## src/rtl/miriscv_pkg.sv

```systemverilog
// Shared constants for the miriscv core.
package miriscv_pkg;
    parameter int XLEN = 32;
endpackage

```

## src/rtl/miriscv_mem_arbiter_if.sv

```systemverilog
// Bundle of requester and shared-memory signals around the memory arbiter.
// The slave modport is the arbiter's view; master is the environment's view.
interface miriscv_mem_arbiter_if;
    import miriscv_pkg::*;

    logic            instr_req_i;
    logic [XLEN-1:0] instr_addr_i;
    logic            instr_gnt_o;
    logic            instr_rvalid_o;
    logic [XLEN-1:0] instr_rdata_o;

    logic            data_req_i;
    logic            data_we_i;
    logic [3:0]      data_be_i;
    logic [XLEN-1:0] data_addr_i;
    logic [XLEN-1:0] data_wdata_i;
    logic            data_gnt_o;
    logic            data_rvalid_o;
    logic [XLEN-1:0] data_rdata_o;

    logic            mem_req_o;
    logic            mem_gnt_i;
    logic            mem_we_o;
    logic [3:0]      mem_be_o;
    logic [XLEN-1:0] mem_addr_o;
    logic [XLEN-1:0] mem_wdata_o;
    logic            mem_rvalid_i;
    logic [XLEN-1:0] mem_rdata_i;

    modport slave (
        input  instr_req_i, instr_addr_i,
        output instr_gnt_o, instr_rvalid_o, instr_rdata_o,
        input  data_req_i, data_we_i, data_be_i, data_addr_i, data_wdata_i,
        output data_gnt_o, data_rvalid_o, data_rdata_o,
        output mem_req_o, mem_we_o, mem_be_o, mem_addr_o, mem_wdata_o,
        input  mem_gnt_i, mem_rvalid_i, mem_rdata_i
    );

    modport master (
        output instr_req_i, instr_addr_i,
        input  instr_gnt_o, instr_rvalid_o, instr_rdata_o,
        output data_req_i, data_we_i, data_be_i, data_addr_i, data_wdata_i,
        input  data_gnt_o, data_rvalid_o, data_rdata_o,
        input  mem_req_o, mem_we_o, mem_be_o, mem_addr_o, mem_wdata_o,
        output mem_gnt_i, mem_rvalid_i, mem_rdata_i
    );
endinterface

```

## src/rtl/miriscv_mem_arbiter.sv

```systemverilog
// Two-requester (fetch / load-store) arbiter onto one memory port with a single
// outstanding transaction. Data wins conflicts until fetch has waited STARVE_LIMIT grants.
module miriscv_mem_arbiter #(
    parameter int STARVE_LIMIT = 4
) (
    input  logic                 clk_i,
    input  logic                 arstn_i,
    miriscv_mem_arbiter_if.slave bus,
    output logic                 dbg_busy_o,
    output logic                 dbg_owner_data_o,
    output logic [3:0]           dbg_starve_cnt_o
);
    // Handshake: a request is presented with mem_req_o and accepted in the cycle
    // mem_gnt_i is high; its response (read data or write ack) arrives as one
    // mem_rvalid_i pulse, which may coincide with the grant of the next request.

    typedef enum logic {IDLE = 1'b0, BUSY = 1'b1} state_e;
    typedef enum logic {OWN_INSTR = 1'b0, OWN_DATA = 1'b1} owner_e;

    localparam logic [3:0] LIMIT = 4'(STARVE_LIMIT);

    state_e     state_q, state_d;
    owner_e     owner_q, owner_d;
    logic [3:0] starve_cnt_q, starve_cnt_d;

    logic free;
    logic sel_instr;
    logic issue;
    logic grant;
    logic resp;

    always_ff @(posedge clk_i or negedge arstn_i) begin
        if (!arstn_i) begin
            state_q      <= IDLE;
            owner_q      <= OWN_INSTR;
            starve_cnt_q <= 4'd0;
        end else begin
            state_q      <= state_d;
            owner_q      <= owner_d;
            starve_cnt_q <= starve_cnt_d;
        end
    end

    always_comb begin
        state_d      = state_q;
        owner_d      = owner_q;
        starve_cnt_d = starve_cnt_q;

        bus.mem_req_o      = 1'b0;
        bus.mem_we_o       = 1'b0;
        bus.mem_be_o       = 4'b0000;
        bus.mem_addr_o     = '0;
        bus.mem_wdata_o    = '0;
        bus.instr_gnt_o    = 1'b0;
        bus.data_gnt_o     = 1'b0;
        bus.instr_rvalid_o = 1'b0;
        bus.data_rvalid_o  = 1'b0;
        bus.instr_rdata_o  = bus.mem_rdata_i;
        bus.data_rdata_o   = bus.mem_rdata_i;

        // A response in BUSY frees the port in the same cycle for back-to-back issue.
        resp      = (state_q == BUSY) && bus.mem_rvalid_i;
        free      = (state_q == IDLE) || resp;
        sel_instr = bus.instr_req_i && (!bus.data_req_i || (starve_cnt_q == LIMIT));
        issue     = free && (bus.instr_req_i || bus.data_req_i);
        grant     = issue && bus.mem_gnt_i;

        if (issue) begin
            bus.mem_req_o = 1'b1;
            if (sel_instr) begin
                bus.mem_be_o   = 4'b1111;
                bus.mem_addr_o = bus.instr_addr_i;
            end else begin
                bus.mem_we_o    = bus.data_we_i;
                bus.mem_be_o    = bus.data_be_i;
                bus.mem_addr_o  = bus.data_addr_i;
                bus.mem_wdata_o = bus.data_wdata_i;
            end
        end

        bus.instr_gnt_o = grant && sel_instr;
        bus.data_gnt_o  = grant && !sel_instr;

        if (resp) begin
            bus.instr_rvalid_o = (owner_q == OWN_INSTR);
            bus.data_rvalid_o  = (owner_q == OWN_DATA);
            state_d            = IDLE;
        end

        if (grant) begin
            state_d = BUSY;
            owner_d = sel_instr ? OWN_INSTR : OWN_DATA;
        end

        // Only data grants that overtake a waiting fetch count toward starvation.
        if (!bus.instr_req_i || (grant && sel_instr)) begin
            starve_cnt_d = 4'd0;
        end else if (grant && (starve_cnt_q < LIMIT)) begin
            starve_cnt_d = starve_cnt_q + 4'd1;
        end
    end

    assign dbg_busy_o       = (state_q == BUSY);
    assign dbg_owner_data_o = (owner_q == OWN_DATA);
    assign dbg_starve_cnt_o = starve_cnt_q;

endmodule

```

## src/flat_wrapper.sv

```systemverilog
// flat-port wrapper written by rule: the top's interface ports become plain ports
module miriscv_mem_arbiter_flat 
#(
    parameter int STARVE_LIMIT = 4
)
  (clk_i, arstn_i, dbg_busy_o, dbg_owner_data_o, dbg_starve_cnt_o, bus_instr_req_i, bus_instr_addr_i, bus_instr_gnt_o, bus_instr_rvalid_o, bus_instr_rdata_o, bus_data_req_i, bus_data_we_i, bus_data_be_i, bus_data_addr_i, bus_data_wdata_i, bus_data_gnt_o, bus_data_rvalid_o, bus_data_rdata_o, bus_mem_req_o, bus_mem_we_o, bus_mem_be_o, bus_mem_addr_o, bus_mem_wdata_o, bus_mem_gnt_i, bus_mem_rvalid_i, bus_mem_rdata_i);
  miriscv_mem_arbiter_if bus_i ();
  input  logic clk_i;
  input  logic arstn_i;
  output logic dbg_busy_o;
  output logic dbg_owner_data_o;
  output logic [3:0] dbg_starve_cnt_o;
  input wire logic [$bits(bus_i.instr_req_i)-1:0] bus_instr_req_i;
  input wire logic [$bits(bus_i.instr_addr_i)-1:0] bus_instr_addr_i;
  output wire logic [$bits(bus_i.instr_gnt_o)-1:0] bus_instr_gnt_o;
  output wire logic [$bits(bus_i.instr_rvalid_o)-1:0] bus_instr_rvalid_o;
  output wire logic [$bits(bus_i.instr_rdata_o)-1:0] bus_instr_rdata_o;
  input wire logic [$bits(bus_i.data_req_i)-1:0] bus_data_req_i;
  input wire logic [$bits(bus_i.data_we_i)-1:0] bus_data_we_i;
  input wire logic [$bits(bus_i.data_be_i)-1:0] bus_data_be_i;
  input wire logic [$bits(bus_i.data_addr_i)-1:0] bus_data_addr_i;
  input wire logic [$bits(bus_i.data_wdata_i)-1:0] bus_data_wdata_i;
  output wire logic [$bits(bus_i.data_gnt_o)-1:0] bus_data_gnt_o;
  output wire logic [$bits(bus_i.data_rvalid_o)-1:0] bus_data_rvalid_o;
  output wire logic [$bits(bus_i.data_rdata_o)-1:0] bus_data_rdata_o;
  output wire logic [$bits(bus_i.mem_req_o)-1:0] bus_mem_req_o;
  output wire logic [$bits(bus_i.mem_we_o)-1:0] bus_mem_we_o;
  output wire logic [$bits(bus_i.mem_be_o)-1:0] bus_mem_be_o;
  output wire logic [$bits(bus_i.mem_addr_o)-1:0] bus_mem_addr_o;
  output wire logic [$bits(bus_i.mem_wdata_o)-1:0] bus_mem_wdata_o;
  input wire logic [$bits(bus_i.mem_gnt_i)-1:0] bus_mem_gnt_i;
  input wire logic [$bits(bus_i.mem_rvalid_i)-1:0] bus_mem_rvalid_i;
  input wire logic [$bits(bus_i.mem_rdata_i)-1:0] bus_mem_rdata_i;
  assign bus_i.instr_req_i = bus_instr_req_i;
  assign bus_i.instr_addr_i = bus_instr_addr_i;
  assign bus_instr_gnt_o = bus_i.instr_gnt_o;
  assign bus_instr_rvalid_o = bus_i.instr_rvalid_o;
  assign bus_instr_rdata_o = bus_i.instr_rdata_o;
  assign bus_i.data_req_i = bus_data_req_i;
  assign bus_i.data_we_i = bus_data_we_i;
  assign bus_i.data_be_i = bus_data_be_i;
  assign bus_i.data_addr_i = bus_data_addr_i;
  assign bus_i.data_wdata_i = bus_data_wdata_i;
  assign bus_data_gnt_o = bus_i.data_gnt_o;
  assign bus_data_rvalid_o = bus_i.data_rvalid_o;
  assign bus_data_rdata_o = bus_i.data_rdata_o;
  assign bus_mem_req_o = bus_i.mem_req_o;
  assign bus_mem_we_o = bus_i.mem_we_o;
  assign bus_mem_be_o = bus_i.mem_be_o;
  assign bus_mem_addr_o = bus_i.mem_addr_o;
  assign bus_mem_wdata_o = bus_i.mem_wdata_o;
  assign bus_i.mem_gnt_i = bus_mem_gnt_i;
  assign bus_i.mem_rvalid_i = bus_mem_rvalid_i;
  assign bus_i.mem_rdata_i = bus_mem_rdata_i;
  miriscv_mem_arbiter #(.STARVE_LIMIT(STARVE_LIMIT)) u_core (.clk_i(clk_i), .arstn_i(arstn_i), .bus(bus_i), .dbg_busy_o(dbg_busy_o), .dbg_owner_data_o(dbg_owner_data_o), .dbg_starve_cnt_o(dbg_starve_cnt_o));
endmodule
```

## config.mk

```make
export PLATFORM = sky130hd
export DESIGN_NAME = miriscv_mem_arbiter_flat
export DESIGN_NICKNAME = d
export VERILOG_FILES = /design/src/rtl/miriscv_pkg.sv /design/src/rtl/miriscv_mem_arbiter_if.sv /design/src/rtl/miriscv_mem_arbiter.sv /design/src/flat_wrapper.sv
export SDC_FILE = /design/constraint.sdc
export NUM_CORES = 1
export LEC_CHECK = 0
export ABC_AREA = 1
export CORE_AREA = 2 2 110 112
export CTS_CLUSTER_SIZE = 24
export DETAILED_ROUTE_END_ITERATION = 10
export DIE_AREA = 0 0 112 114
export SYNTH_ARGS = -nofsm -noshare
export SYNTH_HDL_FRONTEND = slang
export SYNTH_SLANG_ARGS = --single-unit
```

## constraint.sdc

```tcl
create_clock -name clk_i -period 2.6 [get_ports clk_i]
set_clock_uncertainty 0.15 [all_clocks]
set_input_delay 0.78 -clock clk_i [delete_from_list [all_inputs] [get_ports clk_i]]
set_output_delay 0.78 -clock clk_i [all_outputs]
set_load 0.01 [all_outputs]
```

# Word-level counts from Yosys, hierarchy flattened
# Cells that the tools add are included.
# word_totals
reg_bits,6
input_bits,139
out_inout_bits,144
wordCells,40
# classes
add_sub_neg,1
order_cmp,1
eq_ne,1
n_mux,16
n_bitwise,2
n_reduce_logical,16
# ops
op,count
$mux 32,4
$mux 4,4
$mux 1,8
$logic_and 1x1->1,7
$add 4x1->4 const B,1
$eq 4x3->1 const B,1
$logic_or 1x1->1,4
$lt 4x3->1 const B,1
$reduce_bool 2->1,2
$logic_not 1->1,3
$not 1->1,2

# Longest topological paths before layout
# logic_depth
word_depth,7
depth_mapped,9
depth_no_buf,8

# Least setup slack after synthesis
# Ideal clock, no wire load.
# synth_timing
path_kind,input -> output
from,in bus_mem_rvalid_i
to,out bus_mem_wdata_o[22]
t_arrival_ns,1.575
required_ns,1.670
path_slack_ns,0.095
path_stages,8
n_path_buf,2
cell_sequence,inv_1 -> nand2_1 -> nand2_2 -> inv_2 -> buf_6 -> buf_6 -> nand2_1 -> nor2_1
# synth_via
elab_chain_len,4
# synth_lines
element,line_no,source
start: declaration,flat_wrapper.sv:32,input wire logic [$bits(bus_i.mem_rvalid_i)-1:0] bus_mem_rvalid_i;
$logic_and 1x1->1,miriscv_mem_arbiter.sv:62,resp = (state_q == BUSY) && bus.mem_rvalid_i;
$logic_or 1x1->1,miriscv_mem_arbiter.sv:63,free = (state_q == IDLE) || resp;
$logic_and 1x1->1,miriscv_mem_arbiter.sv:65,issue = free && (bus.instr_req_i || bus.data_req_i);
$mux 32,miriscv_mem_arbiter.sv:68,if (issue) begin
end: declaration,flat_wrapper.sv:30,output wire logic [$bits(bus_i.mem_wdata_o)-1:0] bus_mem_wdata_o;
# No other way between the ends.

# Worst setup path after layout
# layout_timing
from,in bus_mem_rvalid_i
to,out bus_mem_wdata_o[20]
# The elaborated chain is that of the path after synthesis.

==> run_results.csv <==
group,metric,value,unit
status,outcome,"finished, violations left",
status,violations,"negative setup slack",
yosys,syn-num-nets,444,
timing,fmax,0.370,GHz
floorplan,die_y,114,um
timing,post-route-period-util,104,%
timing,worst_pin_slew,316,ps
timing,fin_setup_tns,-1240,ps
yosys,synth.avg_cell_area,5.43,um2
clock_network,numCtsBuffers,3,
place,pre_cts_ws,-940,ps
floorplan,die_x,112,um
clock_network,cts_tree,"done",
floorplan,rows,40,
clock_network,clk_pin_slew,30,ps
layout,drive_gt1_share,56.7,%
layout,fin_nets,621,
yosys,ys_ff_latch,6,
grt,antenna_found_initial,0,
clock_network,cts_root_buf,"clkbuf_16",
worst_setup_path,crit_path_max_incr_delay,150,ps
power,powerDensity,298,mW/mm2
grt,grt_use_met3,2.87,%
timing,fin_crit,2700,ps
route,drcViolationCount,0,
layout,num_antenna_cells,0,
worst_setup_path,critPathArrivalTime,1770,ps
worst_setup_path,worst_ep_required_time,1670,ps
place,gp_congestion,0.761,
timing,setup_violations,27,
place,port-buffer-count,186,
power,leakage,0.00205,uW
timing,layout_setup_ws,-101,ps
timing,hold_viol,0,
floorplan,pin_count,283,
worst_setup_path,crit_path_top_delay_cell,"buf_12",
timing,drv_slew,0,
grt,gr-usage-met1,15.6,%
yosys,syn_area,0.00164,mm2
route,routedWlPerCell,15.9,um
worst_setup_path,crit_path_end_kind,"primary output",
yosys,yosys_warnings,0,
grt,grt_first_pass_wirelength,13.9,mm
route,drt_iter0_markers,43,
job,cap_viol_max_count,0,
timing,slew_headroom,78.9,%
clock_network,clockBufferDepth,2,
clock_network,clock_sink_count,6,
layout,area_delta_synth_final,169,%
power,ir_drop,218,uV
worst_setup_path,worst-setup-path-type,"input pin to primary output",
route,ant_nets,0,
route,via_per_inst,4.04,
place,hpwl,5.77,mm
yosys,synth.distinct_cells,17,
floorplan,die_area,0.0128,mm2
worst_setup_path,cp-start-kind,"input pin",
route,vias,2528,
grt,grt.overflow.total,0,
floorplan,fp.coreArea,0.0117,mm2
layout,final_common_cell,"clkdlybuf4s50_1",
grt,grtUsageMet2,26.6,%
route,wirelength,9.96,mm
clock_network,htreeDepth,1,
worst_setup_path,cp_cell_sequence,"buf_6, inv_4, nand2_4, nand2_4, clkinv_4, buf_12, buf_12, buf_6, nand2_2, nor2_1, buf_2",
min_path,min_path_type,"flip-flop to flip-flop",
grt,grt_use_total,14.0,%
yosys,seq_area_frac_synth,9.13,%
floorplan,start_util,14.0,%
yosys,syn_inst,303,
grt,grt_pass1_vias,2550,
worst_setup_path,path_max_fanout,7,
layout,layout_common_cells,"108 x clkdlybuf4s50_1, 61 x buf_2, 59 x nor2_1",
timing,rsz0062_at_grt,"true",
grt,grt_max_degree,17,
route,firstDrtPassIters,4,
clock_network,clk_latency,230,ps
grt,busiest_layer,"met2",
layout make-up:
cell class                 instances  area [um2]
clock buffer                       3        75.1
fill                            1201        7290
inverter                          14        72.6
multi-input combinational        202        1440
sequential                         6         150
tap                              147         184
timing repair buffer             253        2500
per-stage QoR:
step	instances	area [um2]	util, %	total power, uW	hold slack (ps)
detailed placement	577	3310	28.3	792	442
CTS	623	3990	34.0	1240	445
finish	625	4420	37.8	1320	441
global route	625	4420	37.8	1400	475
floorplan	303	1640	-	453	334
global placement	577	3310	28.3	785	408
state kept, by name, indices dropped and copies added, names as in the netlist:
| signal | cells |
|---|---|
| u_core.dbg_starve_cnt_o | 4 |
| u_core.dbg_busy_o | 1 |
| u_core.dbg_owner_data_o | 1 |
what timing repair did:
| action | CTS | global route |
|---|---|---|
| gates resized for setup | 401 | 155 |
| cloned | 13 | 3 |
| hold buffers | 0 | 0 |
| buffers inserted | 31 | 6 |
| pin swaps | 36 | 45 |
| endpoints found under the setup margin | 74 | 72 |
cell usage after synthesis:
library cell / instances / area (um2)
nand2_1: 43 / 161
buf_6: 5 / 56.3
a21oi_1: 2 / 10.0
inv_2: 3 / 11.3
buf_4: 67 / 503
buf_2: 8 / 40.0
clkbuf_1: 1 / 3.75
inv_1: 11 / 41.3
o21ai_0: 23 / 115
nor2_1: 111 / 417
o21ai_1: 10 / 50.1
nand3_1: 5 / 25.0
dfrtp_1: 6 / 150
nand4_1: 1 / 6.26
nor3_1: 2 / 10.0
nand2_2: 3 / 18.8
ha_1: 2 / 25.0
final timing paths:
check / startpoint / endpoint / slack (ps) / cells after the start
hold / removal: u_core.dbg_owner_data_o$_DFFE_PN0N_ / u_core.dbg_owner_data_o$_DFFE_PN0N_ / 440 / 2
setup reg to reg: u_core.dbg_starve_cnt_o[0]$_DFFE_PN0P_ / u_core.dbg_starve_cnt_o[0]$_DFFE_PN0P_ / 750 / 10
max in group asynchronous: arstn_i / u_core.dbg_owner_data_o$_DFFE_PN0N_ / 1400 / 1
setup / recovery: bus_mem_rvalid_i / bus_mem_wdata_o[20] / -100 / 11
min in group asynchronous: arstn_i / u_core.dbg_starve_cnt_o[2]$_DFFE_PN0P_ / 660 / 1
hold reg to reg: u_core.dbg_owner_data_o$_DFFE_PN0N_ / u_core.dbg_owner_data_o$_DFFE_PN0N_ / 440 / 2
logic make-up (layout without fill, tap and decap cells):
| family | Yosys count | in the layout | synth area share, % |
|---|---|---|---|
| and+or+nand+nor | 165 | 165 | 38.8 |
| DFF | 6 | 6 | 9.13 |
| buffers and inverters | 95 | 270 | 39.9 |
| AOI/OAI and AO/OA | 35 | 35 | 10.7 |
| adders and majority gates | 2 | 2 | 1.52 |
worst max-delay path, delay by kind of cell:
| family | cells | cell delay [ps] |
|---|---|---|
| simple gates | 4 | 220 |
| buf+inv | 7 | 760 |
per-layer routing:
metal	part of all wire, %	up-vias
met4	2.7	0
met5	0	-
met3	7.4	30
met1	36	1146
li1	-	1225
met2	54	127
power breakdown:
group	switching (uW)	internal (uW)	total, uW	leakage [uW]
Clock	54.9	198	253	0.0000370
Combinational	426	534	960	0.00194
Sequential	5.27	100	105	0.0000770
Total	487	832	1320	0.00205
Power figures use the tool's default switching activity.
